## config.mk

```make
export PLATFORM = sky130hd
export DESIGN_NAME = load_store_unit
export DESIGN_NICKNAME = d
export VERILOG_FILES = /design/src/rtl/load_store_unit_pkg.sv /design/src/rtl/lsu_load_extend.sv /design/src/rtl/load_store_unit.sv
export SDC_FILE = /design/constraint.sdc
export NUM_CORES = 1
export LEC_CHECK = 0
export ABC_AREA = 1
export CORE_ASPECT_RATIO = 1.2
export CORE_MARGIN = 2
export CORE_UTILIZATION = 42
export CTS_BUF_LIST = sky130_fd_sc_hd__clkbuf_4 sky130_fd_sc_hd__clkbuf_8 sky130_fd_sc_hd__clkbuf_16
export CTS_CLUSTER_SIZE = 28
export DETAILED_ROUTE_END_ITERATION = 8
export GPL_ROUTABILITY_DRIVEN = 0
export PLACE_DENSITY_LB_ADDON = 0.05
export SKIP_CTS_REPAIR_TIMING = 1
export SLEW_MARGIN = 10
export SYNTH_ARGS = -nofsm -noshare
export SYNTH_HDL_FRONTEND = slang
export SYNTH_SLANG_ARGS = --single-unit
export TNS_END_PERCENT = 10
```

## constraint.sdc

```tcl
create_clock -name clk_in -period 2.71 [get_ports clk_in]
set_input_delay 0.271 -clock clk_in [delete_from_list [all_inputs] [get_ports clk_in]]
set_output_delay 0.271 -clock clk_in [all_outputs]
set_load 0.005 [all_outputs]
```

## src/rtl/load_store_unit_pkg.sv

```systemverilog
`default_nettype none
// +----------------------------------------------------------------------+
// | load_store_unit_pkg                                                  |
// | Shared op codes, types and FSM encodings for the load/store unit.    |
// | Revision: 1.0                                                        |
// +----------------------------------------------------------------------+
package load_store_unit_pkg;

    typedef logic [5:0]  OP_ENUM_TYPE;
    typedef logic [31:0] DATA_TYPE;
    typedef logic [31:0] ADDR_TYPE;
    typedef logic [4:0]  ROB_ID_TYPE;

    localparam ROB_ID_TYPE ROB_ID_RESET = 5'd0;

    localparam OP_ENUM_TYPE LB  = 6'd11;
    localparam OP_ENUM_TYPE LH  = 6'd12;
    localparam OP_ENUM_TYPE LW  = 6'd13;
    localparam OP_ENUM_TYPE LBU = 6'd14;
    localparam OP_ENUM_TYPE LHU = 6'd15;
    localparam OP_ENUM_TYPE SB  = 6'd16;
    localparam OP_ENUM_TYPE SH  = 6'd17;
    localparam OP_ENUM_TYPE SW  = 6'd18;

    localparam logic READ_SIT  = 1'b0;
    localparam logic WRITE_SIT = 1'b1;
    localparam logic TRUE      = 1'b1;
    localparam logic FALSE     = 1'b0;

    localparam ADDR_TYPE RAM_IO_PORT = 32'h0003_0000;

    localparam logic [1:0] IDLE = 2'd0;
    localparam logic [1:0] MEM  = 2'd1;
    localparam logic [1:0] DONE = 2'd2;

    // Byte count presented to the memory controller for a given access.
    function automatic logic [2:0] access_len(input OP_ENUM_TYPE op);
        case (op)
            LB, LBU, SB: access_len = 3'd1;
            LH, LHU, SH: access_len = 3'd2;
            default:     access_len = 3'd4;
        endcase
    endfunction

endpackage
`default_nettype wire

```

## src/rtl/lsu_load_extend.sv

```systemverilog
`default_nettype none
// +----------------------------------------------------------------------+
// | lsu_load_extend                                                      |
// | Sign/zero extension of raw memory read data according to load op.    |
// | Revision: 1.0                                                        |
// +----------------------------------------------------------------------+
module lsu_load_extend
    import load_store_unit_pkg::*;
#(
    parameter int OP_W   = 6,
    parameter int DATA_W = 32
) (
    input  logic [OP_W-1:0]   i_op_enum,
    input  logic [DATA_W-1:0] i_raw_data,
    output logic [DATA_W-1:0] o_ext_data
);

    always_comb begin
        o_ext_data = i_raw_data;
        case (i_op_enum)
            LB:  o_ext_data = {{(DATA_W-8){i_raw_data[7]}}, i_raw_data[7:0]};
            LH:  o_ext_data = {{(DATA_W-16){i_raw_data[15]}}, i_raw_data[15:0]};
            LBU: o_ext_data = {{(DATA_W-8){1'b0}}, i_raw_data[7:0]};
            LHU: o_ext_data = {{(DATA_W-16){1'b0}}, i_raw_data[15:0]};
            default: o_ext_data = i_raw_data;
        endcase
    end

endmodule
`default_nettype wire

```

## src/rtl/load_store_unit.sv

```systemverilog
`default_nettype none
// +----------------------------------------------------------------------+
// | load_store_unit                                                      |
// | One-at-a-time memory access stage between the LSB and memory ctrl.   |
// | Revision: 1.0                                                        |
// +----------------------------------------------------------------------+
module load_store_unit
    import load_store_unit_pkg::*;
#(
    parameter int ADDR_W   = 32,
    parameter int DATA_W   = 32,
    parameter int ROB_ID_W = 5,
    parameter int OP_W     = 6
) (
    input  logic                clk_in,
    input  logic                rst_in,
    input  logic                rdy_in,
    input  logic                enable_from_lsb,
    input  logic                read_write_flag_from_lsb,
    input  logic [OP_W-1:0]     op_enum_from_lsb,
    input  logic [ADDR_W-1:0]   address_from_lsb,
    input  logic [DATA_W-1:0]   data_from_lsb,
    input  logic [ROB_ID_W-1:0] rob_id_from_lsb,
    output logic                busy_to_lsb,
    output logic                end_to_lsb,
    output logic [DATA_W-1:0]   data_to_lsb,
    output logic                enable_to_cdb,
    output logic [ROB_ID_W-1:0] rob_id_to_cdb,
    output logic [DATA_W-1:0]   result_to_cdb,
    input  logic                roll_back_flag_from_rob,
    output logic                mem_enable,
    output logic                mem_rw,
    output logic [2:0]          mem_len,
    output logic [ADDR_W-1:0]   mem_addr,
    output logic [DATA_W-1:0]   mem_wdata,
    input  logic                mem_done,
    input  logic [DATA_W-1:0]   mem_rdata
);

    logic [1:0]          r_state,      w_state;
    logic                r_busy,       w_busy;
    logic                r_end,        w_end;
    logic                r_cdb_en,     w_cdb_en;
    logic                r_discard,    w_discard;
    logic                r_mem_enable, w_mem_enable;
    logic                r_mem_rw,     w_mem_rw;
    logic [2:0]          r_mem_len,    w_mem_len;
    logic [ADDR_W-1:0]   r_mem_addr,   w_mem_addr;
    logic [DATA_W-1:0]   r_mem_wdata,  w_mem_wdata;
    logic [OP_W-1:0]     r_op,         w_op;
    logic [ROB_ID_W-1:0] r_rob_id,     w_rob_id;
    logic [DATA_W-1:0]   r_rdata,      w_rdata;
    logic [DATA_W-1:0]   w_ext_data;

    always_ff @(posedge clk_in) begin
        if (rst_in) begin
            r_state      <= IDLE;
            r_busy       <= FALSE;
            r_end        <= FALSE;
            r_cdb_en     <= FALSE;
            r_discard    <= FALSE;
            r_mem_enable <= FALSE;
            r_mem_rw     <= READ_SIT;
            r_mem_len    <= 3'd0;
            r_mem_addr   <= '0;
            r_mem_wdata  <= '0;
            r_op         <= '0;
            r_rob_id     <= ROB_ID_TYPE'(ROB_ID_RESET);
            r_rdata      <= '0;
        end else if (rdy_in) begin
            r_state      <= w_state;
            r_busy       <= w_busy;
            r_end        <= w_end;
            r_cdb_en     <= w_cdb_en;
            r_discard    <= w_discard;
            r_mem_enable <= w_mem_enable;
            r_mem_rw     <= w_mem_rw;
            r_mem_len    <= w_mem_len;
            r_mem_addr   <= w_mem_addr;
            r_mem_wdata  <= w_mem_wdata;
            r_op         <= w_op;
            r_rob_id     <= w_rob_id;
            r_rdata      <= w_rdata;
        end
    end

    always_comb begin
        w_state      = r_state;
        w_busy       = r_busy;
        w_end        = FALSE;
        w_cdb_en     = FALSE;
        w_discard    = r_discard;
        w_mem_enable = r_mem_enable;
        w_mem_rw     = r_mem_rw;
        w_mem_len    = r_mem_len;
        w_mem_addr   = r_mem_addr;
        w_mem_wdata  = r_mem_wdata;
        w_op         = r_op;
        w_rob_id     = r_rob_id;
        w_rdata      = r_rdata;
        case (r_state)
            IDLE: begin
                w_busy = FALSE;
                if (enable_from_lsb) begin
                    w_state      = MEM;
                    w_busy       = TRUE;
                    w_mem_enable = TRUE;
                    w_mem_rw     = read_write_flag_from_lsb;
                    w_mem_len    = access_len(op_enum_from_lsb);
                    w_mem_addr   = address_from_lsb;
                    w_mem_wdata  = data_from_lsb;
                    w_op         = op_enum_from_lsb;
                    w_rob_id     = rob_id_from_lsb;
                    // A load accepted alongside a flush is already squashed.
                    w_discard    = roll_back_flag_from_rob &&
                                   (read_write_flag_from_lsb == READ_SIT);
                end
            end
            MEM: begin
                if (roll_back_flag_from_rob && (r_mem_rw == READ_SIT)) begin
                    w_discard = TRUE;
                end
                if (mem_done) begin
                    w_state      = DONE;
                    w_rdata      = mem_rdata;
                    w_mem_enable = FALSE;
                    w_busy       = FALSE;
                    w_end        = TRUE;
                    w_cdb_en     = (r_mem_rw == READ_SIT) && !w_discard;
                end
            end
            DONE: begin
                w_state   = IDLE;
                w_discard = FALSE;
            end
            default: begin
                w_state      = IDLE;
                w_busy       = FALSE;
                w_discard    = FALSE;
                w_mem_enable = FALSE;
            end
        endcase
    end

    lsu_load_extend #(
        .OP_W   (OP_W),
        .DATA_W (DATA_W)
    ) u_load_extend (
        .i_op_enum  (r_op),
        .i_raw_data (r_rdata),
        .o_ext_data (w_ext_data)
    );

    assign busy_to_lsb   = r_busy;
    assign end_to_lsb    = r_end;
    assign data_to_lsb   = w_ext_data;
    assign enable_to_cdb = r_cdb_en;
    assign rob_id_to_cdb = r_rob_id;
    assign result_to_cdb = w_ext_data;
    assign mem_enable    = r_mem_enable;
    assign mem_rw        = r_mem_rw;
    assign mem_len       = r_mem_len;
    assign mem_addr      = r_mem_addr;
    assign mem_wdata     = r_mem_wdata;

endmodule
`default_nettype wire
```

**Word-level counts from Yosys, hierarchy flattened**

Index checks and enable logic that the tools add are counted.

- Flip-flop bits (word level): 118
- Bits in latches: 0
- Bits in writable memories: 0
- Bits in read-only memories: 0
- Word-level logic and storage cells: 61
- Memories: 0

- $add $sub $neg: 0
- Multipliers: 0
- Divide/modulo/power cells: 0
- $lt $le $gt $ge: 0
- Equality and inequality tests: 14
- Shift operators: 0
- Muxes and demuxes: 18
- Bitwise gates (word level): 3
- Reductions and logical operators: 13

Operators with widths:

| operator | count |
|---|---|
| $pmux 32 s4 | 1 |
| $eq 6x4->1 const B | 8 |
| $eq 6x5->1 const B | 2 |
| $reduce_and 3->1 | 4 |
| $mux 1 | 10 |
| $pmux 1 s3 | 2 |
| $pmux 3 s2 | 1 |
| $reduce_or 3->1 | 2 |
| $mux 2 | 2 |
| $ne 2x2->1 const B | 2 |
| $pmux 2 s2 | 1 |
| $reduce_and 4->1 | 1 |
| $logic_and 1x1->1 | 3 |
| $not 1->1 | 3 |
| $eq 2x1->1 const B | 1 |
| $eq 2x2->1 const B | 1 |
| $logic_not 2->1 | 1 |
| $pmux 1 s2 | 1 |
| $reduce_and 2->1 | 1 |
| $logic_not 1->1 | 1 |

**Depth between registers and ports, before layout**

Gate-level depths: netlist of the first run.

- Depth after elaboration: 8
- Gate-level depth with buffers: 8
- Depth with buffers taken out: 7

**Hierarchy**

A second synthesis of the first run with hierarchy kept.

- Cells, all modules: 665
- Area, all modules: 4944.7 µm²

Modules (own cells, without submodules):

| module | times used | cells an instance | area an instance (µm²) | seq. area each (µm²) |
|---|---|---|---|---|
| load_store_unit | 1 | 578 | 4443.0 | 2362.3 |
| lsu_load_extend | 1 | 87 | 501.7 | 0.0 |

**Least setup slack after synthesis of the first run**

Ideal clock, no wire load.

- Path kind: register to output
- From: register r_op[5]
- To: output port result_to_cdb[16]
- Arrival: 1310 ps
- Path slack: 1129 ps
- Stages on the path, launching flop included: 8
- Buffers on the path: 2
- Cell sequence: dfxtp_1 -> nor2_2 -> nand4_2 -> nor2_1 -> nor2_2 -> buf_4 -> nand2_1 -> buf_4

- Word-level cells in the longest chain between the ends: 2
- Elaborated cells on any way between the ends: 5
- Classes of those cells: 4 x eq/ne; 1 x mux

RTL lines:

| element | line | text |
|---|---|---|
| start, declared | load_store_unit.sv:50 | `logic [OP_W-1:0] r_op, w_op;` |
| start signal, assigned | load_store_unit.sv:81 | `r_op <= w_op;` |
| $eq 6x4->1 | lsu_load_extend.sv:20 | `case (i_op_enum)` |
| $pmux 32 s4 (*) | lsu_load_extend.sv:20 |  |
| end, declared | load_store_unit.sv:29 | `output logic [DATA_W-1:0] result_to_cdb,` |

Mark *: on every way between the ends. The rest lies on a longest branch, timed or not.

**Worst setup path in the final report of the first run**

- From: register r_op[1]
- To: output port result_to_cdb[15]

Same word-level chain as after synthesis.

==> results.json, run 1 <==
{
  "outcome": "finished, final reports clean",
  "final_common_cell": "clkdlybuf4s50_1",
  "worst_slew_pin_slew_ns": 0.5899,
  "leakage_nw": 3.214,
  "root_buffer": "clkbuf_16",
  "ir_drop_uv": 461.7,
  "layout_common_cells": "clkdlybuf4s50_1, nor2_1, dfxtp_1, o21ai_0, nand2_1",
  "finalPower_mw": 4.861,
  "num_rows": 42,
  "drive_gt1_frac": 0.05619,
  "hpwlAfterDp_um": 10040,
  "cp-start-kind": "flip-flop",
  "dp_slack_ns": 0.6736,
  "rsz0062_at_grt": "false",
  "p_per_area_nw_per_um2": 626.7,
  "fin_cells": 1026,
  "grt_pass1_vias": 4773,
  "grt_max_degree": 54,
  "initial_utilization": 0.4322,
  "yosys.area.top_type": "dfxtp_1",
  "clk_latency_ns": 0.41,
  "grt-ovfl-total": 0,
  "crit_fanout": 17,
  "core-area_um2": 11090,
  "drv_cap": 0,
  "die_y_um": 121.0,
  "criticalPathCategory": "flip-flop to output pin",
  "setup_ws_ns": 0.2717,
  "grt_pass1_wl_um": 22520,
  "clock.fmax_mhz": 410.1,
  "viasPerCell": 4.780,
  "syn_area_per_cell_um2": 7.316,
  "yosys_warnings": 0,
  "cts_max_level": 4,
  "ys_ff_latch": 118,
  "wirelength_um": 13950,
  "period_share": 0.8997,
  "cts.sinks": 118,
  "setup_viol_count_final": 0,
  "numPlacedInstances": 995,
  "dieArea_um2": 12280,
  "via_count": 4904,
  "yosys.cell_types.count": 21,
  "arrival_ns": 2.17,
  "drt-wirelength-per-cell_um": 13.59,
  "antenna_left": 0,
  "period_minus_slack_ns": 2.438,
  "track_usage": 0.2308,
  "antenna_found_initial": 0,
  "max_slew_margin": 0.6063,
  "cts_buffer_depth": 2,
  "drcViolationCount": 0,
  "drv_slew": 0,
  "fin_skew_ns": 0.006309,
  "nFillCells": 963,
  "syn2layout_area_growth_pct": 61.88,
  "holdCritPathClass": "input pin to flip-flop",
  "synthCells": 655,
  "postPlaceCellArea_um2": 7151,
  "cts_buffers": 17,
  "yosysSeqAreaShare": 0.4930,
  "clkSlewWorstSetupHoldPaths_ns": 0.05,
  "tns_ns": 0,
  "ys_top_cells_by_area": "dfxtp_1, nor2_1, o21ai_0",
  "drtPass1Iterations": 4,
  "hold_ws_ns": 0.4441,
  "layout.nets": 974,
  "finalHoldViolCount": 0,
  "io_pins": 255,
  "cp.required_ns": 2.44,
  "synth.net_count": 769,
  "dr.first_iter.drc_count": 222,
  "antenna_cells": 0,
  "endpoint_kind": "output pin",
  "cts_tree": "built",
  "fp.dieW_um": 101.5,
  "stdcell_area_um2": 7757,
  "final_core_util": 0.6996,
  "syn-cell-area_um2": 4792,
  "io_buffers": 254,
  "synth_top_area_share": 0.4930
}
## Yosys cell counts
cell	number
buf_4	42
a31oi_1	1
inv_2	1
nand4_1	2
o211ai_2	1
nand2_1	54
nand3_1	21
nand3_2	1
clkbuf_1	19
nor3_2	1
buf_1	1
nor2_2	2
or2_1	1
inv_1	23
o221ai_1	1
o21ai_0	115
nand4_2	1
a21oi_1	13
buf_2	16
nor2_1	221
dfxtp_1	118
## power by group
part / switching [mW] / total, mW / leakage [nW] / internal [mW]
Clock: 0.781 / 2.26 / 0.279 / 1.48
Sequential: 0.0600 / 1.91 / 0.967 / 1.85
Combinational: 0.273 / 0.688 / 1.97 / 0.415
Total: 1.11 / 4.86 / 3.21 / 3.75
## routing by layer
| layer | track usage | wire (µm) | vias to the layer above |
|---|---|---|---|
| met4 | 0.09797 | 382 | 0 |
| met3 | 0.08871 | 1075 | 29 |
| met2 | 0.3828 | 6973 | 188 |
| met5 | 0 | 0 | - |
| met1 | 0.2618 | 5513 | 2229 |
| li1 | - | - | 2458 |
## layout make-up
| type | count | area (µm²) | area share |
|---|---|---|---|
| clock buffers | 19 | 452.9 | 0.05839 |
| multi-input cells | 435 | 1876 | 0.2418 |
| repair buffers | 264 | 2630 | 0.3390 |
| inverters | 24 | 90.09 | 0.01161 |
| flip-flops and latches | 118 | 2362 | 0.3045 |
| clock inverters | 12 | 153.9 | 0.01984 |
| well taps | 154 | 192.7 | 0.02484 |
## critical path, cell delays in order, from the launching register on
cell and delay [ns]:
dfxtp_1 0.42, nor2_1 0.06, nand3_1 0.10, nor2_1 0.05
nor2_2 0.47, nand2_1 0.17, clkdlybuf4s50_1 0.49
## cell families (layout without fill, tap and decap cells)
logic type             after synthesis  count (layout)  synth area share
DFF                                118             118            0.4930
and+or+nand+nor                    304             304            0.2507
buffers and inverters              102             319            0.1170
AOI/OAI and AO/OA                  131             131            0.1394
## state kept, by name (all words and copies together), names as in the netlist
signal	cells
rob_id_to_cdb	5
mem_len	3
mem_enable	1
mem_wdata	32
busy_to_lsb	1
mem_addr	32
enable_to_cdb	1
r_state	2
mem_rw	1
end_to_lsb	1
r_rdata	32
r_discard	1
r_op	6
## path summary, 6_finish.rpt
path | start | endpoint | slack [ns] | cells after the start
setup / recovery | r_op[1]$_SDFFE_PP0P_ | result_to_cdb[15] | 0.27 | 6
hold / removal | address_from_lsb[23] | mem_addr[23]$_SDFFE_PP0P_ | 0.44 | 3
setup reg to reg | r_state[1]$_SDFFE_PP0P_ | r_rdata[29]$_SDFFE_PP0P_ | 0.98 | 9
hold reg to reg | mem_enable$_SDFFE_PP0P_ | mem_enable$_SDFFE_PP0P_ | 0.46 | 2
Note: power is estimated with default switching activity, not from simulation.
==> run 2: changes to the inputs <==
--- a/config.mk
+++ b/config.mk
@@ -13,6 +13,7 @@
 export CTS_CLUSTER_SIZE = 28
 export DETAILED_ROUTE_END_ITERATION = 8
 export GPL_ROUTABILITY_DRIVEN = 0
+export GPL_TIMING_DRIVEN = 0
 export PLACE_DENSITY_LB_ADDON = 0.05
 export SKIP_CTS_REPAIR_TIMING = 1
 export SLEW_MARGIN = 10
==> run 2 against run 1 <==
Wire length is 8.5% higher. First-iteration DRC count is 5.0% higher. Total power is 6.6% higher. Sequential power hardly changed. Non-clock buffer count is 68 higher. Clock skew is 0.0045 ns higher. Final cell count is 6.7% higher. Critical path type unchanged. Highest routed layer unchanged.
==> results.json, run 2 (synthesized netlist as in run 1, its figures left out) <==
{
  "outcome": "finished, final reports clean",
  "drive_gt1_frac": 0.1063,
  "leakage_nw": 3.535,
  "syn2layout_area_growth_pct": 71.88,
  "grt_pass1_wl_um": 23950,
  "p_comb_frac": 0.142,
  "cts.sinks": 118,
  "antenna_left": 0,
  "ir_drop_uv": 505.8,
  "clk_latency_ns": 0.41,
  "grt_use_met2": 0.4346,
  "io_buffers": 254,
  "fin_skew_ns": 0.01086,
  "r2r_cells": 7,
  "grt_max_degree": 17,
  "viasPerCell": 4.737,
  "dr.first_iter.drc_count": 233,
  "cp.required_ns": 2.44,
  "pwr-share-seq": 0.369,
  "grt_busiest_layer": "met2",
  "dieArea_um2": 12280,
  "cts_buffer_depth": 2,
  "antenna_found_initial": 0,
  "drv_slew": 0,
  "max_slew_margin": 0.6855,
  "hpwlAfterDp_um": 11300,
  "tns_ns": 0,
  "cp-start-kind": "flip-flop",
  "cts_tree": "built",
  "die_y_um": 121.0,
  "root_buffer": "clkbuf_16",
  "drcViolationCount": 0,
  "via_count": 5187,
  "wirelength_um": 15120,
  "hold_path_depth": 3,
  "use_met1": 0.2699,
  "grt_pass1_vias": 5085,
  "worst_slew_pin_slew_ns": 0.4717,
  "clkSlewWorstSetupHoldPaths_ns": 0.05,
  "core-area_um2": 11090,
  "initial_utilization": 0.4322,
  "period_share": 0.9474,
  "rsz0062_at_grt": "true",
  "grt-ovfl-total": 0,
  "stdcell_area_um2": 8237,
  "track_usage": 0.2462,
  "p_int_mw": 4.066,
  "criticalPathCategory": "flip-flop to output pin",
  "cts_max_level": 4,
  "drtPass1Iterations": 5,
  "clock.fmax_mhz": 389.5,
  "drv_cap": 0,
  "p_sw_mw": 1.114,
  "setup_viol_count_final": 0,
  "io_pins": 255,
  "p_sw_frac": 0.2151,
  "endpoint_kind": "output pin",
  "layout.nets": 1042,
  "fp.dieW_um": 101.5,
  "drt-wirelength-per-cell_um": 13.81,
  "cts_buffers": 17,
  "clockPowerShare": 0.489,
  "p_per_area_nw_per_um2": 628.9,
  "crit_fanout": 10,
  "postPlaceCellArea_um2": 7527,
  "antenna_cells": 0,
  "layout_common_cells": "clkdlybuf4s50_1, nor2_1, dfxtp_1, o21ai_0, nand2_1",
  "finalHoldViolCount": 0,
  "final_common_cell": "clkdlybuf4s50_1",
  "num_rows": 42,
  "holdCritPathClass": "input pin to flip-flop",
  "arrival_ns": 2.30,
  "period_minus_slack_ns": 2.567,
  "grt_use_met3": 0.07661
}
-- run 2: cell count changes in the layout (fill, tap and decap cells not counted), moves of 2 or more --
cell,previous run,this run
buf_2,0,16
buf_4,9,42
bufinv_16,3,5
clkbuf_1,0,18
clkbuf_4,0,5
clkbuf_8,2,4
clkinv_2,2,0
clkinvlp_4,6,2
-- run 2: path summary, 6_finish.rpt --
path	from	endpoint	slack, ns
max	r_op[1]$_SDFFE_PP0P_	result_to_cdb[28]	0.14
min	data_from_lsb[20]	mem_wdata[20]$_SDFFE_PP0P_	0.45
max reg2reg	r_state[0]$_SDFFE_PP0P_	r_rdata[12]$_SDFFE_PP0P_	1.19
min reg2reg	enable_to_cdb$_SDFFE_PP0P_	enable_to_cdb$_SDFFE_PP0P_	0.47
-- run 2: area by class of cell --
class	instances	area [µm²]
multi-input combinational	435	1899
clock inverter	7	165.2
sequential	118	2362
buffer	78	474.2
tap	154	192.7
inverter	24	90.09
clock buffer	25	510.5
timing repair buffer	254	2542
fill	859	2851
-- run 2: power groups by stage --
stage	clock [mW]	combinational (mW)	sequential [mW]
after detailed placement	0	0.730	1.94
after floorplan	0	0.253	1.94
after global placement	0	0.716	1.94
final	2.53	0.737	1.91
after CTS	2.55	0.738	1.91
after global routing	2.63	0.808	1.92
-- run 2: per-layer routing --
layer | up-vias | wire (µm)
met5 | - | 0
met4 | 0 | 366
met3 | 26 | 1056
met2 | 195 | 7837
met1 | 2369 | 5864
li1 | 2597 | -
-- run 2: critical path, stage by stage (launching register included) --
cell and delay [ns]:
dfxtp_1 0.47, nor2_1 0.07, nand3_1 0.12, nor2_1 0.07
nor2_2 0.28, buf_4 0.22, nand2_1 0.08, buf_4 0.13
clkdlybuf4s50_1 0.44
-- run 2: per-stage QoR --
step | hold WS, ns | total power, mW | util | setup WS [ns] | instances
2_1_floorplan | 0.3401 | 2.196 | - | 1.129 | 655
3_3_place_gp | 0.4491 | 2.652 | 0.6789 | 0.4787 | 1063
3_5_place_dp | 0.4654 | 2.673 | 0.6789 | 0.4544 | 1063
4_1_cts | 0.4370 | 5.203 | 0.7398 | 0.001603 | 1095
5_1_grt | 0.4551 | 5.359 | 0.7428 | -0.01273 | 1095
6_report | 0.4475 | 5.180 | 0.7428 | 0.1426 | 1095
==> run 3: changes to the inputs <==
--- a/config.mk
+++ b/config.mk
@@ -8,7 +8,7 @@
 export ABC_AREA = 1
 export CORE_ASPECT_RATIO = 1.2
 export CORE_MARGIN = 2
-export CORE_UTILIZATION = 42
+export CORE_UTILIZATION = 43
 export CTS_BUF_LIST = sky130_fd_sc_hd__clkbuf_4 sky130_fd_sc_hd__clkbuf_8 sky130_fd_sc_hd__clkbuf_16
 export CTS_CLUSTER_SIZE = 28
 export DETAILED_ROUTE_END_ITERATION = 8
@@ -19,5 +19,6 @@
 export SLEW_MARGIN = 10
 export SYNTH_ARGS = -nofsm -noshare
 export SYNTH_HDL_FRONTEND = slang
+export SYNTH_HIERARCHICAL = 1
 export SYNTH_SLANG_ARGS = --single-unit
 export TNS_END_PERCENT = 10
==> run 3 against run 2 <==
Non-clock buffer count did not move. Clock power fell by 7.9%. Hold slack improved by 0.0026 ns. Clock-buffer cell count fell by 2. Synthesized cell count rose by 1.5%. Core utilization rose by 0.23 points. Area after synthesis rose by 3.2%. Wire length rose by 0.95%. Largest power group unchanged.
==> results.json, run 3 <==
{
  "outcome": "finished, final reports clean",
  "period_minus_slack_ns": 2.484,
  "synth.net_count": 779,
  "dr.first_iter.drc_count": 212,
  "core-area_um2": 11140,
  "viasPerCell": 4.798,
  "yosys.cell_types.count": 25,
  "track_usage": 0.2490,
  "root_buffer": "clkbuf_16",
  "max_slew_margin": 0.6667,
  "crit_top_cell": "nand2_1",
  "synth_top_area_share": 0.4777,
  "yosys.area.top_type": "dfxtp_1",
  "worstPathCellList": "inv_1 -> nor2_4 -> nand3_4 -> nand2_1 -> inv_2 -> buf_6 -> nand3_1 -> nand2_1 -> buf_4 -> clkdlybuf4s50_1",
  "num_rows": 42,
  "cp_top_family": "buffers and inverters",
  "dieArea_um2": 12380,
  "grt_pass1_wl_um": 24280,
  "initial_utilization": 0.4438,
  "grt_use_met2": 0.4470,
  "drv_cap": 0,
  "worst_slew_pin_slew_ns": 0.5000,
  "setup_viol_count_final": 0,
  "cts_buffers": 17,
  "arrival_ns": 2.21,
  "yosys_warnings": 6,
  "cts_tree": "built",
  "cts.sinks": 118,
  "async_flop_share": 0,
  "synth_edf_count": 0,
  "slowest_delay_ns": 0.43,
  "synth_ff_type": "dfxtp_1",
  "drtPass1Iterations": 5,
  "fin_skew_ns": 0.007641,
  "final_core_util": 0.7452,
  "die_y_um": 121.5,
  "clk_latency_ns": 0.41,
  "grt-ovfl-total": 0,
  "synthCells": 665,
  "ys_ff_latch": 118,
  "cp-start-kind": "flip-flop",
  "syn2layout_area_growth_pct": 67.89,
  "antenna_found_initial": 0,
  "via_count": 5297,
  "clkSlewWorstSetupHoldPaths_ns": 0.05,
  "grt_use_met3": 0.07661,
  "drt-wirelength-per-cell_um": 13.83,
  "slowest_stage": "clkdlybuf4s50_1",
  "finalHoldViolCount": 0,
  "endpoint_kind": "output pin",
  "grt_max_degree": 17,
  "period_share": 0.9166,
  "cts_max_level": 4,
  "drv_slew": 0,
  "use_met1": 0.2663,
  "drive_gt1_frac": 0.1179,
  "layout.nets": 1052,
  "synth.most_common_cell": "nor2_1",
  "io_buffers": 254,
  "ir_drop_uv": 498.7,
  "fp.dieW_um": 101.9,
  "reg2reg_slack_ns": 1.16,
  "crit_buf_inv": 5,
  "ys_top_cells_by_area": "dfxtp_1, nor2_1, o21ai_0",
  "grt_pass1_vias": 5199,
  "holdCritPathClass": "input pin to flip-flop",
  "syn_area_per_cell_um2": 7.436,
  "antenna_cells": 0,
  "clock.fmax_mhz": 402.6,
  "yosysSeqAreaShare": 0.4777,
  "io_pins": 255,
  "hpwlAfterDp_um": 11480,
  "final_common_cell": "clkdlybuf4s50_1",
  "antenna_left": 0,
  "criticalPathCategory": "flip-flop to output pin",
  "wirelength_um": 15270,
  "cp.required_ns": 2.44,
  "rsz0062_at_grt": "false",
  "p_per_area_nw_per_um2": 600.9,
  "grt_busiest_layer": "met2",
  "layout_common_cells": "clkdlybuf4s50_1, nor2_1, dfxtp_1, o21ai_0, nand2_1",
  "drcViolationCount": 0,
  "syn-cell-area_um2": 4945,
  "tns_ns": 0,
  "cts_buffer_depth": 2,
  "leakage_nw": 3.554,
  "crit_fanout": 10,
  "yosys-top-cells-count": "nor2_1, dfxtp_1, o21ai_0, nand2_1, buf_4"
}
-- run 3: cell count changes in the layout (fill, tap and decap cells not counted), moves of 4 or more --
cell	change
nand2_2	+4
buf_2	-4
nand3_1	+6
nand2_1	-9
inv_2	+4
nor2_1	+5
clkbuf_4	-4
-- run 3: cell families (layout without fill, tap and decap cells) --
kind of cell           Yosys count  count (layout)  synth area share
AO/OA/AOI/OAI                  130             130            0.1341
flip-flops                     118             118            0.4777
AND/OR/NAND/NOR                313             313            0.2677
buffers and inverters          104             389            0.1204
-- run 3: path summary, 6_finish.rpt --
| path | startpoint | end | cells past startpoint |
|---|---|---|---|
| setup / recovery | r_op[3]$_SDFFE_PP0P_ | result_to_cdb[28] | 10 |
| setup reg to reg | r_state[1]$_SDFFE_PP0P_ | r_rdata[28]$_SDFFE_PP0P_ | 7 |
| hold reg to reg | mem_len[2]$_SDFFE_PP0P_ | mem_len[2]$_SDFFE_PP0P_ | 2 |
| hold / removal | data_from_lsb[13] | mem_wdata[13]$_SDFFE_PP0P_ | 3 |
-- run 3: metrics by stage --
step	cells	setup WS [ns]	area, µm²	total power [mW]	hold slack [ns]
after floorplan	665	1.262	4945	2.210	0.3401
after global placement	1073	0.6788	7680	2.666	0.4513
after detailed placement	1073	0.6426	7680	2.686	0.4647
after CTS	1104	0.2003	8302	5.029	0.4328
after global routing	1104	0.1163	8302	5.174	0.4464
final	1104	0.2259	8302	4.988	0.4501
-- run 3: where the power goes --
group	internal [mW]	switching, mW	total (mW)
combinational	0.448	0.297	0.745
sequential	1.85	0.0613	1.91
clock	1.57	0.766	2.33
total	3.86	1.12	4.99
-- run 3: cell type report --
type / instances / area, µm²
Buffer: 78 / 495.5
Sequential cell: 118 / 2362
Tap cell: 154 / 192.7
Inverter: 26 / 100.1
Multi-Input combinational cell: 443 / 1987
Clock buffer: 23 / 501.7
Fill cell: 923 / 2839
Clock inverter: 8 / 120.1
Timing Repair Buffer: 254 / 2542
-- run 3: per-layer routing --
layer	vias to the layer above	share of wire
li1	2632	-
met1	2430	0.38
met2	208	0.52
met3	27	0.081
met4	0	0.023
met5	-	0
-- run 3: worst reg2reg max path, delay by kind of cell (launching register included) --
family / cells / cell delay [ns]
buf+inv: 3 / 0.55
compound gates: 1 / 0.15
flops: 1 / 0.43
simple gates: 3 / 0.36
